$ cat src/rtl/mips_pkg.sv
// mips_pkg: shared ALU opcodes and forwarding select encoding
package mips_pkg;
    typedef enum logic [3:0] {
        ALU_ADD = 4'b0000,
        ALU_SUB = 4'b0001,
        ALU_AND = 4'b0010,
        ALU_OR  = 4'b0011,
        ALU_SLL = 4'b0100,
        ALU_SRL = 4'b0101,
        ALU_SRA = 4'b0110,
        ALU_GT  = 4'b0111,
        ALU_LT  = 4'b1000,
        ALU_NOR = 4'b1001
    } alu_op_t;
    typedef enum logic [1:0] {FWD_RF, FWD_EXMEM, FWD_MEMWB} fwd_sel_t;
endpackage

$ cat src/rtl/id_ex_stage_fwd_unit.sv
// fwd_unit: per-operand bypass select between regfile, EX/MEM and MEM/WB
module fwd_unit import mips_pkg::*; #(
    parameter int DW = 32,
    parameter int RW = 5
) (
    input  logic [RW-1:0] r,
    input  logic [DW-1:0] rf_data,
    input  logic          exmem_reg_write,
    input  logic [RW-1:0] exmem_dest,
    input  logic [DW-1:0] exmem_result,
    input  logic          memwb_reg_write,
    input  logic [RW-1:0] memwb_dest,
    input  logic [DW-1:0] memwb_result,
    output logic [DW-1:0] data
);
    fwd_sel_t sel;
    always_comb begin
        sel  = r == '0 ? FWD_RF :
               exmem_reg_write && exmem_dest == r ? FWD_EXMEM :
               memwb_reg_write && memwb_dest == r ? FWD_MEMWB : FWD_RF;
        data = sel == FWD_EXMEM ? exmem_result : sel == FWD_MEMWB ? memwb_result : rf_data;
    end
endmodule

$ cat src/rtl/id_ex_stage.sv
// id_ex_stage: ID/EX register with operand bypass, load-use stall and stall-bubble counter
module id_ex_stage import mips_pkg::*; #(
    parameter int DW    = 32,
    parameter int RW    = 5,
    parameter int CNT_W = 16
) (
    input  logic             Clk,
    input  logic             reset,
    input  logic             flush,
    input  logic             id_valid,
    input  logic [RW-1:0]    id_rs,
    input  logic [RW-1:0]    id_rt,
    input  logic [RW-1:0]    id_dest,
    input  logic [DW-1:0]    id_rs_data,
    input  logic [DW-1:0]    id_rt_data,
    input  logic [DW-1:0]    id_imm,
    input  logic [4:0]       id_shamt,
    input  logic [3:0]       id_alu_ctrl,
    input  logic             id_alu_src,
    input  logic             id_shift,
    input  logic             id_uses_rt,
    input  logic             id_reg_write,
    input  logic             id_mem_read,
    input  logic             id_mem_write,
    input  logic             id_mem_to_reg,
    input  logic             exmem_reg_write,
    input  logic [RW-1:0]    exmem_dest,
    input  logic [DW-1:0]    exmem_result,
    input  logic             memwb_reg_write,
    input  logic [RW-1:0]    memwb_dest,
    input  logic [DW-1:0]    memwb_result,
    output logic             stall,
    output logic             ex_valid,
    output logic [DW-1:0]    ex_data1,
    output logic [DW-1:0]    ex_data2,
    output logic [3:0]       ex_alu_ctrl,
    output logic [4:0]       ex_shamt,
    output logic [RW-1:0]    ex_dest,
    output logic [DW-1:0]    ex_store_data,
    output logic             ex_reg_write,
    output logic             ex_mem_read,
    output logic             ex_mem_write,
    output logic             ex_mem_to_reg,
    output logic [CNT_W-1:0] stall_count
);
    logic [RW-1:0] ex_rs, ex_rt;
    logic [DW-1:0] ex_rs_data, ex_rt_data, ex_imm, fwd_rs, fwd_rt;
    logic          ex_alu_src, ex_shift;
    assign stall = ex_valid && ex_mem_read && ex_dest != '0 && id_valid &&
                   (ex_dest == id_rs || (id_uses_rt && ex_dest == id_rt));
    always_ff @(posedge Clk) begin
        if (reset) begin
            ex_valid      <= 1'b0;
            ex_reg_write  <= 1'b0;
            ex_mem_read   <= 1'b0;
            ex_mem_write  <= 1'b0;
            ex_mem_to_reg <= 1'b0;
            ex_rs         <= '0;
            ex_rt         <= '0;
            ex_dest       <= '0;
            ex_rs_data    <= '0;
            ex_rt_data    <= '0;
            ex_imm        <= '0;
            ex_shamt      <= '0;
            ex_alu_ctrl   <= '0;
            ex_alu_src    <= 1'b0;
            ex_shift      <= 1'b0;
        end else if (flush || stall) begin
            ex_valid      <= 1'b0;
            ex_reg_write  <= 1'b0;
            ex_mem_read   <= 1'b0;
            ex_mem_write  <= 1'b0;
            ex_mem_to_reg <= 1'b0;
        end else begin
            ex_valid      <= id_valid;
            ex_reg_write  <= id_reg_write && id_valid;
            ex_mem_read   <= id_mem_read && id_valid;
            ex_mem_write  <= id_mem_write && id_valid;
            ex_mem_to_reg <= id_mem_to_reg && id_valid;
            ex_rs         <= id_rs;
            ex_rt         <= id_rt;
            ex_dest       <= id_dest;
            ex_rs_data    <= id_rs_data;
            ex_rt_data    <= id_rt_data;
            ex_imm        <= id_imm;
            ex_shamt      <= id_shamt;
            ex_alu_ctrl   <= id_alu_ctrl;
            ex_alu_src    <= id_alu_src;
            ex_shift      <= id_shift;
        end
    end
    always_ff @(posedge Clk) begin
        if (reset)
            stall_count <= '0;
        else if (stall && !flush && stall_count != '1)
            stall_count <= stall_count + 1'b1;
    end
    fwd_unit #(.DW(DW), .RW(RW)) u_fwd_rs (
        .r(ex_rs), .rf_data(ex_rs_data),
        .exmem_reg_write(exmem_reg_write), .exmem_dest(exmem_dest), .exmem_result(exmem_result),
        .memwb_reg_write(memwb_reg_write), .memwb_dest(memwb_dest), .memwb_result(memwb_result),
        .data(fwd_rs)
    );
    fwd_unit #(.DW(DW), .RW(RW)) u_fwd_rt (
        .r(ex_rt), .rf_data(ex_rt_data),
        .exmem_reg_write(exmem_reg_write), .exmem_dest(exmem_dest), .exmem_result(exmem_result),
        .memwb_reg_write(memwb_reg_write), .memwb_dest(memwb_dest), .memwb_result(memwb_result),
        .data(fwd_rt)
    );
    assign ex_data1      = ex_shift ? fwd_rt : fwd_rs;
    assign ex_data2      = ex_alu_src ? ex_imm : fwd_rt;
    assign ex_store_data = fwd_rt;
endmodule
$ cat config.mk
export PLATFORM = sky130hd
export DESIGN_NAME = id_ex_stage
export DESIGN_NICKNAME = d
export VERILOG_FILES = /design/src/rtl/mips_pkg.sv /design/src/rtl/id_ex_stage_fwd_unit.sv /design/src/rtl/id_ex_stage.sv
export SDC_FILE = /design/constraint.sdc
export NUM_CORES = 1
export LEC_CHECK = 0
export CAP_MARGIN = 20
export CORE_UTILIZATION = 46
export DETAILED_ROUTE_END_ITERATION = 7
export PLACE_DENSITY = 0.87
export SYNTH_ARGS = -nofsm -noshare
export SYNTH_HDL_FRONTEND = slang
export SYNTH_SLANG_ARGS = --single-unit
export TNS_END_PERCENT = 100
$ cat constraint.sdc
create_clock -name Clk -period 4.4 [get_ports Clk]
set_input_delay 0.66 -clock Clk [delete_from_list [all_inputs] [get_ports Clk]]
set_output_delay 0.66 -clock Clk [all_outputs]
set_load 0.02 [all_outputs]
# [After elaboration in Yosys (flattened, before gate mapping)]
# Cells that the tools add are included.
[op_classes] addsub=1 n_eq_ne=11 muxes=12 reduce_logical=22
[op_table] operator="$mux 32" n=6
[op_table] operator="$eq 5x5->1" n=6
[op_table] operator="$add 16x1->16 const B" n=1
[op_table] operator="$ne 16x16->1 const B" n=1
[op_table] operator="$logic_and 1x1->1" n=15
[op_table] operator="$mux 2" n=6
[op_table] operator="$logic_not 5->1" n=2
[op_table] operator="$reduce_bool 5->1" n=1
[op_table] operator="$eq 2x1->1 const B" n=2
[op_table] operator="$eq 2x2->1 const B" n=2
[op_table] operator="$logic_or 1x1->1" n=2
[op_table] operator="$reduce_or 2->1" n=1
[op_table] operator="$logic_not 1->1" n=1
[word_totals] regBits=143 input_bits=207 output_inout_bits=132 word_cells=62

# [Longest topological paths before layout]
[depth] word_depth=9 mapped_depth=9 depth_no_buf=6

# [Cells and area by module]
# Synthesis repeated with hierarchy kept, for this count alone.
[unflattened] hier_cells=1221 hier_area_um2=11182.0
[modules_own_cells] mod="id_ex_stage" instances=1 cells_each=1025 area_per_inst_um2=9337.7 seq_area_each_um2=2862.7
[modules_own_cells] mod="fwd_unit" instances=2 cells_each=98 area_per_inst_um2=922.1 seq_area_each_um2=0.0

# [Worst setup path after synthesis]
# OpenSTA, ideal clock, no wires.
[synth_timing] path_kind="input -> output" start="in memwb_dest[1]" end="out ex_data2[10]" arrival_ns=2.343 required_ns=3.740 slack_ns=1.397 path_stages=7 path_buffers=1 cell_sequence="xnor2_1 nand4_1 nor4_1 nor2_1 clkbuf_1 a221o_1 mux2_2"
[synth_via] elab_chain_len=9 elab_cells_between_ends=10 classes_between="3 x eq/ne; 6 x mux; 1 x reduce/logical"
[synth_rtl] element="start: declaration" line_no="id_ex_stage.sv:30" source="input logic [RW-1:0] memwb_dest,"
[synth_rtl] element="$eq 5x5->1 (*)" line_no="id_ex_stage_fwd_unit.sv:20" source="memwb_reg_write && memwb_dest == r ? FWD_MEMWB : FWD_RF;"
[synth_rtl] element="$logic_and 1x1->1 (*)" line_no="id_ex_stage_fwd_unit.sv:20"
[synth_rtl] element="$mux 2 (*)" line_no="id_ex_stage_fwd_unit.sv:20"
[synth_rtl] element="$mux 2 (*)" line_no="id_ex_stage_fwd_unit.sv:19" source="exmem_reg_write && exmem_dest == r ? FWD_EXMEM :"
[synth_rtl] element="$mux 2 (*)" line_no="id_ex_stage_fwd_unit.sv:18" source="sel = r == '0 ? FWD_RF :"
[synth_rtl] element="$eq 2x2->1" line_no="id_ex_stage_fwd_unit.sv:21" source="data = sel == FWD_EXMEM ? exmem_result : sel == FWD_MEMWB ? memwb_result : rf_data;"
[synth_rtl] element="$mux 32" line_no="id_ex_stage_fwd_unit.sv:21"
[synth_rtl] element="$mux 32 (*)" line_no="id_ex_stage_fwd_unit.sv:21"
[synth_rtl] element="net ex_store_data[10]" line_no="id_ex_stage.sv:39" source="output logic [DW-1:0] ex_store_data,"
[synth_rtl] element="$mux 32 (*)" line_no="id_ex_stage.sv:111" source="assign ex_data2 = ex_alu_src ? ex_imm : fwd_rt;"
[synth_rtl] element="end: declaration" line_no="id_ex_stage.sv:35" source="output logic [DW-1:0] ex_data2,"
# The timed path passes the listed nets; every way through them passes the cells marked *.

# [Worst setup path after layout]
[layout_timing] start="in exmem_dest[0]" end="out ex_data1[11]"
[layout_via] elab_chain_len=8 elab_cells_between_ends=17 classes_between="6 x eq/ne; 9 x mux; 2 x reduce/logical"
[layout_rtl] element="start: declaration" line_no="id_ex_stage.sv:27" source="input logic [RW-1:0] exmem_dest,"
[layout_rtl] element="$eq 5x5->1" line_no="id_ex_stage_fwd_unit.sv:19"
[layout_rtl] element="$logic_and 1x1->1" line_no="id_ex_stage_fwd_unit.sv:19"
[layout_rtl] element="$mux 2" line_no="id_ex_stage_fwd_unit.sv:19"
[layout_rtl] element="$mux 2" line_no="id_ex_stage_fwd_unit.sv:18"
[layout_rtl] element="$eq 2x2->1" line_no="id_ex_stage_fwd_unit.sv:21"
[layout_rtl] element="$mux 32 (2 in series)" line_no="id_ex_stage_fwd_unit.sv:21"
[layout_rtl] element="$mux 32 (*)" line_no="id_ex_stage.sv:110" source="assign ex_data1 = ex_shift ? fwd_rt : fwd_rs;"
[layout_rtl] element="end: declaration" line_no="id_ex_stage.sv:34" source="output logic [DW-1:0] ex_data1,"
# Every way passes the cells marked *; elsewhere a longest branch is shown, timed or not.

==> results.md <==
* Run status: finished clean
* Port Buffer Count at between 300 and 400
* Initial Util at 0.468
* Worst-margin pin slew at between 900 and 1000 ps
* Root buffer cell: clkbuf_16
* Syn avg cell area at ~9.0 µm²
* CTS buffer count at 17
* Tot GR Track Use at 0.312
* EDFF count, synth at 0
* Largest net degree at the start of global routing at 69
* Critical path buffer and inverter count at 3
* Synthesized area at 0.00774 mm²
* Clock Path Buffers at 2
* CTS tree: built
* Dominant cell type by area after synthesis: dfxtp_1
* First-pass GRT wire length at roughly 43 mm
* Fin. Hold Viols at 0
* Worst-path cell chain: clkdlybuf4s50_1 > xnor2_1 > nand4_1 > or2_2 > and3_2 > buf_12 > a221oi_1 > o21ai_1 > clkdlybuf4s50_1
* Clock insertion delay at the later pin of the skew report at 420 ps
* Initial DRC count at 561
* Antenna Nets Post-Route at 0
* Fin crit share at 0.954
* Max Fclk at between 200 and 250 MHz
* DIE WIDTH at around 130 µm
* Placed cell area at 0.0114 mm²
* DR vias at around 8,000
* Critical Path Start Type: primary input
* Core footprint at 0.0165 mm²
* Levels on crit path at 9
* Post-cts resize count at 0
* RSZ-0062 raised after global routing: false
* Worst rel slew slack at 0.381
* HP Class: reg2reg
* Synth Flop Type: dfxtp_1
* # nets final at between 1,000 and 1,500
* Worst reg2reg path endpoint: stall_count[12]$_SDFFE_PP0P_
* Syn. warnings at 0
* Reg2reg start: ex_dest[3]$_SDFFE_PP0N_
* Worst r2r path cells at 6
* #FFs+latches synth at 143
* Largest cells by area after synthesis: dfxtp_1 37%, mux2i_1 20%, nor2_1 6.4%, mux2_2 4.8%, a221o_1 4.1%
* Synth top area share at 0.370
* CTS Sinks at about 140
* Initial antenna violation count at 2
* Rows at 47
* Pwr dens at 309 mW/mm²
* Post-CTS repair timing setup buffer count at 0
* Crit path max-delay family: buffers and inverters
* WP data required at ~3700 ps
* Wire per inst at around 20 µm
* Hpwl dp at approximately 19 mm
* Io pins at 339
* Vias per std cell at 5.69
* Sequential element share of the synthesized area at 0.370
* DRC viols at 0
* Final setup violation count at 0
* Gr ovfl total at 0
* CP startpoint: exmem_dest[0]
* Worst Setup End Kind: output pin
* WS Path Type: in2out
* Vias in the first global route at roughly 7,900
* Hold WS at 491 ps
* H-tree Lvls at 4
* Hold Buf Count CTS at 0
* Max Clock Skew at between 9 and 10 ps
* R2R Setup Slk at 1640 ps
* Die Area at around 0.017 mm²
* Static leakage at between 4 and 5 nW
* Syn_nets at 1,064
* First drt pass iteration count at 5
* Netlist cell types at 37
* CTS clk-pin slew, worst paths at approximately 50 ps
* Crit-path slowest cell: clkdlybuf4s50_1
* Syn Inst Count at between 800 and 900
* Post-layout min period at 4200 ps
* Die height at approximately 130 µm
* Routability cong. at 0.898
* Max cap viols at 0
* Final Cell Area at 0.0120 mm²
* Critical path arrival at about 3500 ps
* Most numerous cell on the critical path: clkdlybuf4s50_1
* Crit-path max FO at 22
* Final WL at 27.3 mm
* Critical Path End: ex_data1[11]
* Top flop regs: ex_imm: 32 flops, ex_rs_data: 32 flops, ex_rt_data: 32 flops
* Ys async rst share at 0
* Synthesis-to-layout area growth at 54.8%
* Layout cells sized above 1 at 0.0901
* Maximum vdd drop at about 0.00027 V
* CP max stage delay at between 500 and 600 ps
* Final-report max-slew violation count at 0
* Setup TNS at 0 ps
==> where the power goes <==
group | switching, mW | total, mW | internal [mW]
sequential | 0.0605 | 1.42 | 1.36
combinational | 0.369 | 0.824 | 0.455
clock | 0.558 | 1.45 | 0.894
==> metal layers <==
metal | vias up | GRT usage | routed length [µm] | part of all wire
met5 | - | 0 | 0 | 0
li1 | 3736 | - | - | -
met2 | 428 | 0.532 | 13400 | 0.49
met3 | 75 | 0.0802 | 2060 | 0.075
met4 | 0 | 0.156 | 1040 | 0.038
met1 | 3724 | 0.363 | 10900 | 0.40
==> worst min-delay path by stage <==
stage                            start                       to  slack (ps)  depth (start not counted)
5_1_grt        ex_imm[29]$_SDFFE_PP0N_  ex_imm[29]$_SDFFE_PP0N_         520                          2
4_1_cts        ex_imm[19]$_SDFFE_PP0N_  ex_imm[19]$_SDFFE_PP0N_         500                          2
2_1_floorplan   ex_imm[0]$_SDFFE_PP0N_   ex_imm[0]$_SDFFE_PP0N_         450                          2
3_3_place_gp   ex_imm[10]$_SDFFE_PP0N_  ex_imm[10]$_SDFFE_PP0N_         470                          2
6_report       ex_imm[16]$_SDFFE_PP0N_  ex_imm[16]$_SDFFE_PP0N_         490                          2
3_5_place_dp   ex_imm[14]$_SDFFE_PP0N_  ex_imm[14]$_SDFFE_PP0N_         480                          2
==> synth_stat cells (12+ instances only) <==
cell,count
xnor2_1,25
dfxtp_1,143
clkbuf_1,44
nand2_1,43
and3_1,36
o21ai_0,12
mux2_2,33
a221oi_1,22
nor2_1,132
nor3_1,36
o21ai_1,30
buf_2,23
a21oi_1,13
a221o_1,32
mux2i_1,155
==> cells in the final DEF, fill, tap and decap left out, types with 16 or more instances in the layout <==
cell type | Yosys | routed
clkbuf_16 | 0 | 17
nor2_1 | 132 | 131
dfxtp_1 | 143 | 141
a221oi_1 | 22 | 22
nor3_1 | 36 | 35
a221o_1 | 32 | 32
clkdlybuf4s50_1 | 0 | 337
mux2i_1 | 155 | 155
mux2_2 | 33 | 33
and3_1 | 36 | 35
o21ai_1 | 30 | 30
nand2_1 | 43 | 43
buf_4 | 1 | 16
xnor2_1 | 25 | 25
==> cell type report <==
type                    instances  area, µm²
multi-input cells             638       4590
fillers                      1226       4550
repair buffers                360       3630
flip-flops and latches        143       2870
clock buffers                  23        488
well taps                     220        275
clock inverters                 9        108
inverters                       4       15.0
diodes                          2       5.00
==> cell families after synthesis <==
kind of cell | after synthesis | synth area share
AND/OR/NAND/NOR | 292 | 0.174
multiplexers | 188 | 0.249
adder cells (fa/ha/maj) | 1 | 0.00162
flip-flops | 143 | 0.370
XOR/XNOR | 32 | 0.0362
buffers and inverters | 75 | 0.0425
AO/OA/AOI/OAI | 125 | 0.127
==> per-stage QoR <==
stage / worst slack (ps) / instances / utilization / power [mW]
2_1_floorplan: 1400 / 856 / - / 1.82
3_3_place_gp: 302 / 1365 / 0.688 / 2.25
3_5_place_dp: 231 / 1365 / 0.688 / 2.27
4_1_cts: 222 / 1397 / 0.725 / 3.72
5_1_grt: 81.6 / 1399 / 0.725 / 3.83
6_report: 201 / 1399 / 0.725 / 3.70
==> worst register-to-register path, delay by kind of cell (launching register included) <==
family | cells | cell delay (ps)
compound gates | 1 | 380
xor+xnor | 1 | 170
flops | 1 | 480
mux | 1 | 380
simple gates | 3 | 1250
Power figures use the tool's default switching activity.
